### config.mk
export PLATFORM = sky130hd
export DESIGN_NAME = gpio_bus_arbiter_flat
export DESIGN_NICKNAME = d
export VERILOG_FILES = /design/src/rtl/gpio_bus_arbiter_if.sv /design/src/rtl/gpio_bus_arbiter.sv /design/src/flat_wrapper.sv
export SDC_FILE = /design/constraint.sdc
export NUM_CORES = 1
export LEC_CHECK = 0
export BUFFER_PORTS_ARGS = -buffer_cell sky130_fd_sc_hd__buf_2
export CAP_MARGIN = 30
export CORE_AREA = 2 2 119 75
export CTS_BUF_LIST = sky130_fd_sc_hd__clkbuf_16
export CTS_CLUSTER_SIZE = 20
export DETAILED_ROUTE_END_ITERATION = 12
export DIE_AREA = 0 0 121 77
export PLACE_DENSITY = 0.82
export SYNTH_ARGS = -nofsm -noshare
export SYNTH_HDL_FRONTEND = slang
export SYNTH_SLANG_ARGS = --single-unit
### constraint.sdc
create_clock -name clk -period 1.4 [get_ports clk]
set_input_delay 0.14 -clock clk [delete_from_list [all_inputs] [get_ports clk]]
set_output_delay 0.14 -clock clk [all_outputs]
set_load 0.01 [all_outputs]
### src/rtl/gpio_bus_arbiter_if.sv
// Requester-side bus of the GPIO arbiter.
// All requesters share one packed bundle; requester k owns bit k of req/we/ack and the
// k-th ADDR_W / DATA_W slice of addr/wdata.
//   master modport : requesters drive req/we/addr/wdata and observe ack/err/rdata
//   slave modport  : the arbiter observes the requests and drives ack/err/rdata
interface gpio_bus_arbiter_if #(
  parameter int unsigned NUM_REQ = 2,
  parameter int unsigned ADDR_W  = 8,
  parameter int unsigned DATA_W  = 32
) ();
  logic [NUM_REQ-1:0]        req;
  logic [NUM_REQ-1:0]        we;
  logic [NUM_REQ*ADDR_W-1:0] addr;
  logic [NUM_REQ*DATA_W-1:0] wdata;
  logic [NUM_REQ-1:0]        ack;
  logic                      err;
  logic [DATA_W-1:0]         rdata;

  modport master (
    output req,
    output we,
    output addr,
    output wdata,
    input  ack,
    input  err,
    input  rdata
  );

  modport slave (
    input  req,
    input  we,
    input  addr,
    input  wdata,
    output ack,
    output err,
    output rdata
  );
endinterface

### src/rtl/gpio_bus_arbiter.sv
// Round-robin arbiter sharing the GPIO register bus between NUM_REQ masters.
// One transaction at a time: IDLE -> ACCESS -> RESP -> IDLE, or IDLE -> RESP when the
// block select addr[7:5] does not decode to one of the five GPIO blocks.
// Ports:
//   clk, rst_n          clock, asynchronous active-low reset
//   bus (slave)         requester bundle: req/we/addr/wdata in, ack/err/rdata out
//   busy_o              high whenever the FSM is not idle
//   gpio*_sel_o         one-hot block selects (A, B, C, switches, LEDs), ACCESS only
//   peri_we_o           write strobe, ACCESS only
//   peri_addr_o         register offset addr[4:0], ACCESS only
//   peri_wdata_o        write data, ACCESS only
//   peri_rdata_i        read data from gpio_top, valid the cycle after the select
module gpio_bus_arbiter #(
  parameter int unsigned NUM_REQ = 2,
  parameter int unsigned ADDR_W  = 8,
  parameter int unsigned DATA_W  = 32
) (
  input  logic              clk,
  input  logic              rst_n,
  gpio_bus_arbiter_if.slave bus,
  output logic              busy_o,
  output logic              gpioA_sel_o,
  output logic              gpioB_sel_o,
  output logic              gpioC_sel_o,
  output logic              gpsw_sel_o,
  output logic              gpled_sel_o,
  output logic              peri_we_o,
  output logic [4:0]        peri_addr_o,
  output logic [DATA_W-1:0] peri_wdata_o,
  input  logic [DATA_W-1:0] peri_rdata_i
);

  localparam int unsigned IdxW = (NUM_REQ > 1) ? $clog2(NUM_REQ) : 1;

  localparam logic [IdxW:0]        NumReqW = (IdxW + 1)'(NUM_REQ);
  localparam logic [IdxW-1:0]      LastIdx = IdxW'(NUM_REQ - 1);
  localparam logic [NUM_REQ-1:0]   OneReq  = {{(NUM_REQ - 1){1'b0}}, 1'b1};
  localparam logic [4:0]           OneSel  = 5'b00001;
  localparam logic [2:0]           LastBlk = 3'd4;

  typedef enum logic [1:0] {
    StIdle,
    StAccess,
    StResp
  } state_e;

  state_e              state_q;
  logic [IdxW-1:0]     rr_q;
  logic [IdxW-1:0]     win_q;
  logic                we_q;
  logic                err_q;
  logic [NUM_REQ-1:0]  ack_q;
  logic [4:0]          sel_q;
  logic                peri_we_q;
  logic [4:0]          peri_addr_q;
  logic [DATA_W-1:0]   peri_wdata_q;

  // Per-requester views of the packed request fields.
  logic [ADDR_W-1:0] addr_arr  [NUM_REQ];
  logic [DATA_W-1:0] wdata_arr [NUM_REQ];

  for (genvar g = 0; g < NUM_REQ; g++) begin : g_unpack
    assign addr_arr[g]  = bus.addr[g*ADDR_W +: ADDR_W];
    assign wdata_arr[g] = bus.wdata[g*DATA_W +: DATA_W];
  end

  // Round-robin search: first set req bit at rr_q, rr_q+1, ... wrapping at NUM_REQ.
  logic            win_found;
  logic [IdxW-1:0] win_idx;
  logic [IdxW:0]   cand;

  always_comb begin
    win_found = 1'b0;
    win_idx   = '0;
    cand      = '0;
    for (int unsigned i = 0; i < NUM_REQ; i++) begin
      cand = {1'b0, rr_q} + (IdxW + 1)'(i);
      if (cand >= NumReqW) begin
        cand = cand - NumReqW;
      end
      if (!win_found && bus.req[cand[IdxW-1:0]]) begin
        win_found = 1'b1;
        win_idx   = cand[IdxW-1:0];
      end
    end
  end

  logic              win_we;
  logic [ADDR_W-1:0] win_addr;
  logic [DATA_W-1:0] win_wdata;
  logic [2:0]        win_blk;
  logic [IdxW-1:0]   rr_next;

  always_comb begin
    win_we    = bus.we[win_idx];
    win_addr  = addr_arr[win_idx];
    win_wdata = wdata_arr[win_idx];
    win_blk   = win_addr[7:5];
    rr_next   = (win_idx == LastIdx) ? '0 : win_idx + 1'b1;
  end

  // Single-process FSM; every bus-facing output except rdata is a register.
  always_ff @(posedge clk or negedge rst_n) begin
    if (!rst_n) begin
      state_q      <= StIdle;
      rr_q         <= '0;
      win_q        <= '0;
      we_q         <= 1'b0;
      err_q        <= 1'b0;
      ack_q        <= '0;
      sel_q        <= '0;
      peri_we_q    <= 1'b0;
      peri_addr_q  <= '0;
      peri_wdata_q <= '0;
    end else begin
      unique case (state_q)
        StIdle: begin
          if (win_found) begin
            win_q <= win_idx;
            we_q  <= win_we;
            rr_q  <= rr_next;
            if (win_blk <= LastBlk) begin
              state_q      <= StAccess;
              err_q        <= 1'b0;
              sel_q        <= OneSel << win_blk;
              peri_we_q    <= win_we;
              peri_addr_q  <= win_addr[4:0];
              peri_wdata_q <= win_wdata;
            end else begin
              // Undecoded block: no peripheral access, answer straight away.
              state_q <= StResp;
              err_q   <= 1'b1;
              ack_q   <= OneReq << win_idx;
            end
          end
        end
        StAccess: begin
          state_q      <= StResp;
          ack_q        <= OneReq << win_q;
          sel_q        <= '0;
          peri_we_q    <= 1'b0;
          peri_addr_q  <= '0;
          peri_wdata_q <= '0;
        end
        StResp: begin
          state_q <= StIdle;
          ack_q   <= '0;
          err_q   <= 1'b0;
        end
        default: begin
          state_q <= StIdle;
        end
      endcase
    end
  end

  // Read data arrives from gpio_top during RESP, so it is forwarded rather than registered.
  logic [DATA_W-1:0] rdata;

  always_comb begin
    rdata = '0;
    if (state_q == StResp && !we_q && !err_q) begin
      rdata = peri_rdata_i;
    end
  end

  assign bus.ack   = ack_q;
  assign bus.err   = err_q;
  assign bus.rdata = rdata;

  assign busy_o       = (state_q != StIdle);
  assign gpioA_sel_o  = sel_q[0];
  assign gpioB_sel_o  = sel_q[1];
  assign gpioC_sel_o  = sel_q[2];
  assign gpsw_sel_o   = sel_q[3];
  assign gpled_sel_o  = sel_q[4];
  assign peri_we_o    = peri_we_q;
  assign peri_addr_o  = peri_addr_q;
  assign peri_wdata_o = peri_wdata_q;

endmodule

### src/flat_wrapper.sv
// flat-port wrapper written by rule: the top's interface ports become plain ports
module gpio_bus_arbiter_flat 
#(
  parameter int unsigned NUM_REQ = 2,
  parameter int unsigned ADDR_W  = 8,
  parameter int unsigned DATA_W  = 32
)
  (clk, rst_n, busy_o, gpioA_sel_o, gpioB_sel_o, gpioC_sel_o, gpsw_sel_o, gpled_sel_o, peri_we_o, peri_addr_o, peri_wdata_o, peri_rdata_i, bus_req, bus_we, bus_addr, bus_wdata, bus_ack, bus_err, bus_rdata);
  gpio_bus_arbiter_if #(.NUM_REQ(NUM_REQ), .ADDR_W(ADDR_W), .DATA_W(DATA_W)) bus_i ();
  input  logic clk;
  input  logic rst_n;
  output logic busy_o;
  output logic gpioA_sel_o;
  output logic gpioB_sel_o;
  output logic gpioC_sel_o;
  output logic gpsw_sel_o;
  output logic gpled_sel_o;
  output logic peri_we_o;
  output logic [4:0] peri_addr_o;
  output logic [DATA_W-1:0] peri_wdata_o;
  input  logic [DATA_W-1:0] peri_rdata_i;
  input wire logic [$bits(bus_i.req)-1:0] bus_req;
  input wire logic [$bits(bus_i.we)-1:0] bus_we;
  input wire logic [$bits(bus_i.addr)-1:0] bus_addr;
  input wire logic [$bits(bus_i.wdata)-1:0] bus_wdata;
  output wire logic [$bits(bus_i.ack)-1:0] bus_ack;
  output wire logic [$bits(bus_i.err)-1:0] bus_err;
  output wire logic [$bits(bus_i.rdata)-1:0] bus_rdata;
  assign bus_i.req = bus_req;
  assign bus_i.we = bus_we;
  assign bus_i.addr = bus_addr;
  assign bus_i.wdata = bus_wdata;
  assign bus_ack = bus_i.ack;
  assign bus_err = bus_i.err;
  assign bus_rdata = bus_i.rdata;
  gpio_bus_arbiter #(.NUM_REQ(NUM_REQ), .ADDR_W(ADDR_W), .DATA_W(DATA_W)) u_core (.clk(clk), .rst_n(rst_n), .bus(bus_i), .busy_o(busy_o), .gpioA_sel_o(gpioA_sel_o), .gpioB_sel_o(gpioB_sel_o), .gpioC_sel_o(gpioC_sel_o), .gpsw_sel_o(gpsw_sel_o), .gpled_sel_o(gpled_sel_o), .peri_we_o(peri_we_o), .peri_addr_o(peri_addr_o), .peri_wdata_o(peri_wdata_o), .peri_rdata_i(peri_rdata_i));
endmodule
==> results of run 1 <==
worst reg2reg max path: stages, from the launching register on:
cell      delay, ps
dfrtp_1         410
buf_4           150
buf_6           130
nor2_4          170
and3_4          260
buf_12          120
buf_12          130
a211oi_2         70
cell usage in the layout (no fill, tap or decap), types with 8 or more instances in the layout:
master      n
mux2i_1    32
buf_12     18
buf_6      30
a31oi_4    12
and2_1     12
a211oi_2   36
buf_4       8
dfrtp_1    51
nand2_1     8
a31oi_2    10
buf_2     176
and2_4     21
a31oi_1    18
routing by layer:
metal  GRT usage  part of all wire  up-vias
met3     0.04985             0.068        6
li1            -                 -     1527
met5           0                 0        -
met2      0.4006              0.49      144
met1      0.3265              0.43     1630
met4     0.02674            0.0037        0
registers in the layout (all words and copies together) (netlist names):
register and count:
u_core.rr_q 1, u_core.peri_wdata_o 32, u_core.sel_q 5, u_core.state_q 2, u_core.win_q 1, u_core.peri_we_o 1, u_core.bus.ack 2, u_core.we_q 1
u_core.bus.err 1, u_core.peri_addr_o 5
synth_stat cells:
cell type   n
nand4b_1    1
a2bb2oi_1   2
o21ai_1     1
a31oi_1    40
o221ai_2    1
nor2b_1     1
o21ai_0     6
a21oi_1     3
and2_1     33
o32ai_1     3
buf_4       1
o211ai_1    1
clkbuf_1   14
nand3_1     1
a22o_1      2
buf_6       5
a21o_1      1
and3_1      1
nor2_1      7
nand2b_1    3
dfrtp_1    51
a211oi_2   37
inv_1       3
mux2_2      3
nand4b_2    1
a2111oi_0   1
mux2i_1    39
a211oi_1    2
nor3_1      1
and2b_4     1
buf_2      11
nand2_1    10
final cells by class:
class	count	area [sq um]
flip-flops and latches	51	1276
fillers	616	2582
well taps	112	140.1
clock buffers	5	125.1
clock inverters	3	20.02
multi-input cells	202	2173
inverters	3	11.26
repair buffers	243	1902
timing repair:
item / 4_1_cts / 5_1_grt
buffers inserted: 13 / 4
setup endpoints to repair: 81 / 83
cloned: 10 / 2
gates resized for setup: 94 / 53
pin swaps: 42 / 20
hold buffers: 1 / 0
hold endpoints to repair: 51 / 0
worst max-delay path by stage:
| stage | start | end | cells after the start |
|---|---|---|---|
| 6_report | u_core.state_q[0] | bus_rdata[24] | 6 |
| 5_1_grt | u_core.state_q[0] | bus_rdata[13] | 6 |
| 4_1_cts | u_core.state_q[0] | bus_rdata[17] | 6 |
| 3_5_place_dp | u_core.rr_q | u_core.peri_wdata_o[26] | 5 |
| 2_1_floorplan | u_core.rr_q | u_core.peri_addr_o[4] | 6 |
| 3_3_place_gp | u_core.rr_q | u_core.sel_q[4] | 5 |
stage by stage:
step	area, sq um	hold slack (ps)	total power, mW	std cells	setup TNS [ps]
2_1_floorplan	3131	-155.6	5.560	287	-617.5
3_3_place_gp	4425	151.2	7.392	588	-2353
3_5_place_dp	4425	156.1	7.598	588	-6057
4_1_cts	5440	204.4	10.22	619	-15360
5_1_grt	5648	225.8	11.40	619	-16660
6_report	5648	205.1	10.78	619	-12690
logic make-up (layout without fill, tap and decap cells):
| logic type | after synthesis | count (layout) | synth area share |
|---|---|---|---|
| AO/OA/AOI/OAI | 100 | 100 | 0.2827 |
| AND/OR/NAND/NOR | 60 | 60 | 0.1112 |
| flip-flops | 51 | 51 | 0.4108 |
| multiplexers | 42 | 42 | 0.1365 |
| buffers and inverters | 34 | 254 | 0.05880 |
power groups by stage:
stage | Sequential, mW | Clock (mW) | Combinational (mW)
after floorplan | 2.86 | 0 | 2.70
after global placement | 2.59 | 0 | 4.80
after detailed placement | 2.59 | 0 | 5.01
after CTS | 2.68 | 1.23 | 6.30
after global routing | 2.81 | 1.31 | 7.28
final | 2.73 | 1.21 | 6.84
==> metrics.yaml, run 1 <==
fp.dieH_um: 77
boundaryPins: 197
finalHoldViolCount: 0
area_growth_pct: 81.80
clock_skew_ps: 9.691
slew_viol_final: 0
crit_buf_inv: 3
ys_seq_area_frac: 0.4108
crit_path_end_kind: "primary output"
grt_max_degree: 52
wl_per_cell_um: 19.13
yosysTopAreaCellShare: 0.4108
syn_area_sq_mm: 0.003107
synth_top_cell_by_area: "dfrtp_1"
drtIter0Drc: 183
drc: 0
cp.arrival_ps: 1500
routed_wl_mm: 11.84
ys_ff_latch: 51
cts_tree: "done"
die_w_um: 121
dr.pass1.iters: 4
portBuffers: 196
hp-class: "in2reg"
htreeDepth: 2
min_delay_worst_endpoint: "u_core.peri_wdata_o[15]"
fmax_mhz: 611.0
leakagePower_nw: 2.660
drive_above_1_share: 0.7179
clkTransAtPathRegs_ps: 80
combPwrFrac: 0.634
nets: 624
antennaDiodeCount: 0
min_period_over_period: 1.169
hold_depth: 3
r2r_start: "u_core.state_q[1]"
syn-num-nets: 405
p_sw_mw: 4.366
final_util: 0.6862
numCtsBuffers: 5
rsz0062_at_grt: "true"
netSwitchingFraction: 0.4048
failed_checks: "setup timing"
via_per_inst: 5.342
grt_pass1_wl_mm: 17.71
grt.overflow.total: 0
core_sq_mm: 0.008230
min_period_ps: 1637
rows: 26
place.gp.congestion: 0.8213
via_count: 3307
tightest_slew_ps: 386.5
cp_common_cell: "buf_6"
dieArea_sq_mm: 0.009317
setup_viol: 80
min-delay-start: "bus_wdata[47]"
syn-instance-count: 287
ir_drop_mv: 1.052
worst_path_max_delay_cell: "dfrtp_1"
worstReg2RegEnd: "u_core.peri_wdata_o[5]"
cp-start-kind: "flop"
antenna_found_initial: 0
p_int_mw: 6.419
cp.required_ps: 1260
ant_nets: 0
cts_sinks: 51
relSlewSlack: 0.7414
cp_max_fo: 8
worst_slack_ps: -236.8
regToRegSetupSlack_ps: -180
status: "complete, but fails checks"
path_cells: "nand2b_4 -> nor3_4 -> buf_6 -> buf_16 -> and2_4 -> buf_6"
synth_cell_types: 32
yosysWarnings: 0
reg2regPathDepth: 7
slowest_delay_ps: 380
cts_root_buf: "clkbuf_16"
p_clk_frac: 0.112
syn_area_per_cell_sq_um: 10.82
ys_top_cells_by_area: "dfrtp_1, a211oi_2, mux2i_1, a31oi_1, and2_1"
hpwl_mm: 7.349
start_util: 0.3775
critPathKind: "reg2out"
cap_violations: 0
powerDensity_mw_per_mm2: 1910
dpl_worst_slack_ps: -173.0
grt_util_all_layers: 0.2385
clock_path_buffers: 2
worst_path_dominant_cell_family: "simple AND/OR/NAND/NOR gates"
grt_pass1_vias: 3379
p_seq_frac: 0.253
clock_latency_ps: 290
Power figures use the tool's default switching activity.
==> inputs of run 2 (changes only) <==
--- a/config.mk
+++ b/config.mk
@@ -7,12 +7,14 @@
 export LEC_CHECK = 0
 export BUFFER_PORTS_ARGS = -buffer_cell sky130_fd_sc_hd__buf_2
 export CAP_MARGIN = 30
-export CORE_AREA = 2 2 119 75
+export CORE_AREA = 2 2 110 69
 export CTS_BUF_LIST = sky130_fd_sc_hd__clkbuf_16
+export CTS_CLUSTER_DIAMETER = 80
 export CTS_CLUSTER_SIZE = 20
 export DETAILED_ROUTE_END_ITERATION = 12
-export DIE_AREA = 0 0 121 77
-export PLACE_DENSITY = 0.82
+export DIE_AREA = 0 0 112 71
+export PLACE_DENSITY = 0.9
+export SKIP_LAST_GASP = 1
 export SYNTH_ARGS = -nofsm -noshare
 export SYNTH_HDL_FRONTEND = slang
 export SYNTH_SLANG_ARGS = --single-unit
==> constraint.sdc (replaced) <==
create_clock -name clk -period 1.9 [get_ports clk]
set_input_delay 0.19 -clock clk [delete_from_list [all_inputs] [get_ports clk]]
set_output_delay 0.19 -clock clk [all_outputs]
set_load 0.01 [all_outputs]
==> metrics.yaml, run 2 (synthesis results as in run 1) <==
die_w_um: 112  # -7.4%
combPwrFrac: 0.533  # -0.101
dieArea_sq_mm: 0.007952  # -15%
relSlewSlack: 0.4097  # -0.3316
cp-start-kind: "flop"
netSwitchingFraction: 0.4077  # +0.002881
drtIter0Drc: 118  # -36%
final_cell_count_no_fill: 569  # -8.1%
cp.required_ps: 1710  # +450 ps
clock_skew_ps: 10.27  # +0.5778 ps
worst_slack_ps: 134.8  # +371.6 ps
grt_pass1_vias: 2980  # -12%
hold_slack_ps: 254.6  # +49.42 ps
placement.cell_area_sq_mm: 0.004213  # -4.8%
cap_violations: 0  # unchanged
dpl_worst_slack_ps: 322.4  # +495.4 ps
largest_reg_flops: 32  # unchanged
rsz0062_at_grt: "false"
p_clk_frac: 0.159  # +0.047
routed-wl-met3_um: 844  # +4.8%
rows: 24  # -7.7%
place.gp.congestion: 0.8703  # +6.0%
final_util: 0.6243  # -0.06194
wl_per_cell_um: 16.37  # -14%
min_period_over_period: 0.9290
ff_latch_area_sq_mm: 0.001276  # unchanged
powerDensity_mw_per_mm2: 1431  # -25%
boundaryPins: 197  # unchanged
fin_area_sq_mm: 0.004387  # -22%
cts_tree: "done"
reg2regPathDepth: 4  # -3
grt_pass1_wl_mm: 14.69  # -17%
clock_path_buffers: 2  # unchanged
postCtsResizedCells: 0  # -100%
p_int_mw: 3.719  # -42%
drt-met1-wl_mm: 3.983  # -22%
path_cells: "nand2b_1 -> nor3_2 -> buf_4 -> and2_1 -> buf_2"
numCtsBuffers: 5  # unchanged
critPathKind: "reg2out"
ir_drop_mv: 0.7116  # -32%
p_seq_frac: 0.308  # +0.055
core_sq_mm: 0.007027  # -15%
cts_root_buf: "clkbuf_16"
dpl.cell_count: 560  # -4.8%
grt.overflow.total: 0  # unchanged
clock_latency_ps: 290  # about the same
start_util: 0.4421  # +0.06466
cts_setup_buffers: 0  # -13
status: "finished, final reports clean"
hp-class: "in2reg"
finalHoldViolCount: 0  # unchanged
tns_ps: 0  # +12,690 ps
grt_util_all_layers: 0.2280  # -0.01050
hold_depth: 3  # unchanged
cts_sinks: 51  # unchanged
min_period_ps: 1765
slowest_delay_ps: 440  # +60 ps
drive_above_1_share: 0.5607  # -0.1573
crit_path_end_kind: "primary output"
antenna_found_initial: 0  # unchanged
final_common_cell: "buf_2"
total_power_mw: 6.278  # -42%
antennaDiodeCount: 0  # unchanged
dr.pass1.iters: 4  # unchanged
fp.dieH_um: 71  # -7.8%
multi_input_area_sq_mm: 0.001678  # -23%
grt_max_degree: 33  # -37%
tightest_slew_ps: 879.5  # +493.0 ps
setup_viol: 0  # -100%
htreeDepth: 2  # unchanged
routed_wl_mm: 9.312  # -21%
via_per_inst: 5.439  # +1.8%
leakagePower_nw: 2.274  # -14%
area_growth_pct: 41.20
hpwl_mm: 7.201  # -2.0%
portBuffers: 196  # unchanged
slew_viol_final: 0  # unchanged
cp_max_fo: 32  # +24
cp.arrival_ps: 1580  # +80 ps
via_count: 3095  # -6.4%
cts_hold_buf: 1  # unchanged
clkTransAtPathRegs_ps: 70  # about the same
ant_nets: 0  # unchanged
mostFrequentLayoutCells: "buf_2, dfrtp_1, a31oi_1, mux2i_1, a211oi_2"
worst_path_max_delay_cell: "dfrtp_1"
p_sw_mw: 2.560  # -41%
nets: 595  # -4.6%
drc: 0  # unchanged
fmax_mhz: 566.5
fillers: 583  # -5.4%
top_layer: "met4"
route.met2.wl_mm: 4.426  # -24%
[run 2: cell types whose count changed in the layout (fill, tap and decap cells not counted), sizes merged]
cell	before	now
bufbuf	1	0
clkinvlp	1	0
buf	240	213
bufinv	0	1
clkbuf	6	5
[run 2: layout make-up]
| class | count | share of cell area |
|---|---|---|
| Multi-Input combinational cell | 202 | 0.3825 |
| Timing Repair Buffer | 214 | 0.2607 |
| Inverter | 3 | 0.002567 |
| Sequential cell | 51 | 0.2909 |
| Tap cell | 91 | 0.02596 |
| Clock inverter | 3 | 0.008842 |
| Clock buffer | 5 | 0.02852 |
[run 2: worst max-delay path, delay by kind of cell, from the launching register on]
family,cells,cell delay [ps]
buf+inv,2,380
flops,1,440
simple gates,3,460
[run 2: per-layer routing]
layer  GRT usage  vias up
met2      0.3906      161
met5           0        -
met4     0.04201        0
met1      0.2959     1461
met3     0.06427        8
li1            -     1465
[run 2: final timing paths]
kind | startpoint | slack (ps) | endpoint
setup / recovery | u_core.state_q[0] | 130 | bus_rdata[22]
hold / removal | bus_addr[8] | 250 | u_core.peri_addr_o[0]
setup reg to reg | u_core.state_q[0] | 280 | u_core.sel_q[3]
hold reg to reg | u_core.sel_q[3] | 510 | u_core.sel_q[3]
max in group asynchronous | rst_n | 870 | u_core.peri_wdata_o[20]
min in group asynchronous | rst_n | 380 | u_core.sel_q[4]
[run 2: power by group through the flow]
stage | Sequential, mW | Clock [mW] | Combinational, mW
2_1_floorplan | 2.11 | 0 | 1.97
3_5_place_dp | 1.93 | 0 | 3.36
3_3_place_gp | 1.92 | 0 | 3.24
5_1_grt | 2.00 | 1.05 | 3.63
4_1_cts | 1.92 | 1.02 | 3.36
6_report | 1.93 | 1.00 | 3.34
==> inputs of run 3 (changes only) <==
--- a/config.mk
+++ b/config.mk
@@ -8,7 +8,7 @@
 export BUFFER_PORTS_ARGS = -buffer_cell sky130_fd_sc_hd__buf_2
 export CAP_MARGIN = 30
 export CORE_AREA = 2 2 110 69
-export CTS_BUF_LIST = sky130_fd_sc_hd__clkbuf_16
+export CTS_BUF_LIST = sky130_fd_sc_hd__clkbuf_8 sky130_fd_sc_hd__clkbuf_16
 export CTS_CLUSTER_DIAMETER = 80
 export CTS_CLUSTER_SIZE = 20
 export DETAILED_ROUTE_END_ITERATION = 12
==> metrics.yaml, run 3 (synthesis results as in run 1) <==
cts_sinks: 51  # unchanged
met3_usage: 0.06427  # unchanged
routed_wl_mm: 9.311  # about the same
crit_buf_inv: 2  # unchanged
min-delay-start: "bus_addr[8]"
die_w_um: 112  # unchanged
leakagePower_nw: 2.280  # +0.25%
ir_drop_mv: 0.7116  # about the same
via_count: 3095  # unchanged
relSlewSlack: 0.4089  # -0.0008270
hp-class: "in2reg"
netSwitchingFraction: 0.4052  # -0.002476
status: "finished, final reports clean"
nets: 595  # unchanged
hold_depth: 3  # unchanged
grtUsageMet1: 0.2959  # unchanged
crit_path_end_kind: "primary output"
regToRegSetupSlack_ps: 280  # about the same
rows: 24  # unchanged
antenna_found_initial: 0  # unchanged
cp.required_ps: 1710  # about the same
grt_pass1_wl_mm: 14.69  # unchanged
ant_nets: 0  # unchanged
tightest_slew_ps: 880.7  # +1.232 ps
tns_ps: 0  # unchanged
powerDensity_mw_per_mm2: 1437  # +0.44%
clock_path_buffers: 2  # unchanged
largest_reg_flops: 32  # unchanged
min_period_ps: 1765  # +0.1270 ps
rsz0062_at_grt: "false"
cts_tree: "done"
hpwl_mm: 7.201  # unchanged
critPathKind: "reg2out"
p_seq_frac: 0.306  # -0.002
hold_slack_ps: 254.6  # unchanged
grt.overflow.total: 0  # unchanged
antennaDiodeCount: 0  # unchanged
p_sw_mw: 2.561  # about the same
slowest_delay_ps: 440  # about the same
fp.dieH_um: 71  # unchanged
cap_violations: 0  # unchanged
worst_path_dominant_cell_family: "simple AND/OR/NAND/NOR gates"
top_usage_layer: "met2"
cp_max_fo: 32  # unchanged
place.gp.congestion: 0.8703  # unchanged
p_int_mw: 3.759  # +1.1%
area_growth_pct: 41.52
drc: 0  # unchanged
fmax_mhz: 566.5  # about the same
clock_skew_ps: 10.36  # +0.08730 ps
final_util: 0.6257  # +0.001424
drtIter0Drc: 118  # unchanged
finalHoldViolCount: 0  # unchanged
p_clk_frac: 0.165  # +0.006
worst_path_max_delay_cell: "dfrtp_1"
htreeDepth: 2  # unchanged
wl_per_cell_um: 16.36  # about the same
clock_latency_ps: 290  # about the same
worstReg2RegEnd: "u_core.sel_q[3]"
portBuffers: 196  # unchanged
cts_root_buf: "clkbuf_16"
core_sq_mm: 0.007027  # unchanged
via_per_inst: 5.439  # unchanged
cp.arrival_ps: 1580  # about the same
path_cells: "nand2b_1 -> nor3_2 -> buf_4 -> and2_1 -> buf_2"
slew_viol_final: 0  # unchanged
boundaryPins: 197  # unchanged
fillers: 582  # -0.17%
r2r_start: "u_core.state_q[0]"
final_common_cell: "buf_2"
min_period_over_period: 0.9291  # about the same
met2_usage: 0.3906  # unchanged
mostFrequentLayoutCells: "buf_2, dfrtp_1, a31oi_1, mux2i_1, a211oi_2"
min_delay_worst_endpoint: "u_core.peri_addr_o[0]"
cp-start-kind: "flop"
dieArea_sq_mm: 0.007952  # unchanged
grt_max_degree: 33  # unchanged
clkTransAtPathRegs_ps: 70  # about the same
start_util: 0.4421  # unchanged
drive_above_1_share: 0.5628  # +0.002092
combPwrFrac: 0.529  # -0.004
setup_viol: 0  # unchanged
numCtsBuffers: 5  # unchanged
cts_setup_buffers: 0  # unchanged
dr.pass1.iters: 4  # unchanged
grt_util_all_layers: 0.2280  # unchanged
grt_pass1_vias: 2980  # unchanged
reg2regPathDepth: 4  # unchanged
-- run 3: cell types whose count changed in the layout (fill, tap and decap cells not counted) --
cell,delta
clkinv_1,-1
clkbuf_8,+1
-- run 3: what timing repair did --
action                    in CTS  in global routing
hold buffers                   1                  0
hold endpoints to repair      17                  0
resized for setup              0                  0
-- run 3: metal layers --
| metal | vias to the layer above | wire [um] |
|---|---|---|
| li1 | 1466 | - |
| met1 | 1462 | 3984 |
| met2 | 159 | 4426 |
| met3 | 8 | 843 |
| met4 | 0 | 57 |
| met5 | - | 0 |
-- run 3: tightest hold or removal path: stages --
cell and delay, ps:
buf_2 90, mux2i_1 120, a211oi_1 90
-- run 3: worst max-delay path by stage --
stage	startpoint	end	slack, ps	depth (start not counted)
floorplan	u_core.rr_q	u_core.peri_addr_o[4]	440	6
global placement	u_core.rr_q	u_core.sel_q[0]	370	5
detailed placement	u_core.rr_q	u_core.peri_wdata_o[17]	320	5
CTS	u_core.state_q[0]	bus_rdata[22]	140	5
global route	u_core.state_q[1]	bus_rdata[24]	10	6
finish	u_core.state_q[0]	bus_rdata[22]	130	5
-- run 3: area by class of cell --
| cell class | instances | area [sq um] | area share |
|---|---|---|---|
| Multi-Input combinational cell | 202 | 1678 | 0.3816 |
| Sequential cell | 51 | 1276 | 0.2903 |
| Timing Repair Buffer | 214 | 1144 | 0.2601 |
| Clock buffer | 6 | 138.9 | 0.03159 |
| Tap cell | 91 | 113.9 | 0.02590 |
| Clock inverter | 2 | 35.03 | 0.007968 |
| Inverter | 3 | 11.26 | 0.002561 |
-- run 3: power groups by stage --
stage / clock, mW / combinational (mW) / sequential, mW
6_report: 1.04 / 3.34 / 1.93
5_1_grt: 1.10 / 3.63 / 2.00
4_1_cts: 1.06 / 3.36 / 1.92
3_5_place_dp: 0 / 3.36 / 1.93
3_3_place_gp: 0 / 3.24 / 1.92
2_1_floorplan: 0 / 1.97 / 2.11
-- run 3: through the flow --
step	instance area, sq um	std cells	setup slack (ps)	power (mW)
floorplan	3107	287	442.1	4.080
global placement	4213	560	372.3	5.157
detailed placement	4213	560	322.4	5.289
CTS	4397	569	141.0	6.346
global route	4397	569	14.91	6.724
finish	4397	569	134.7	6.320
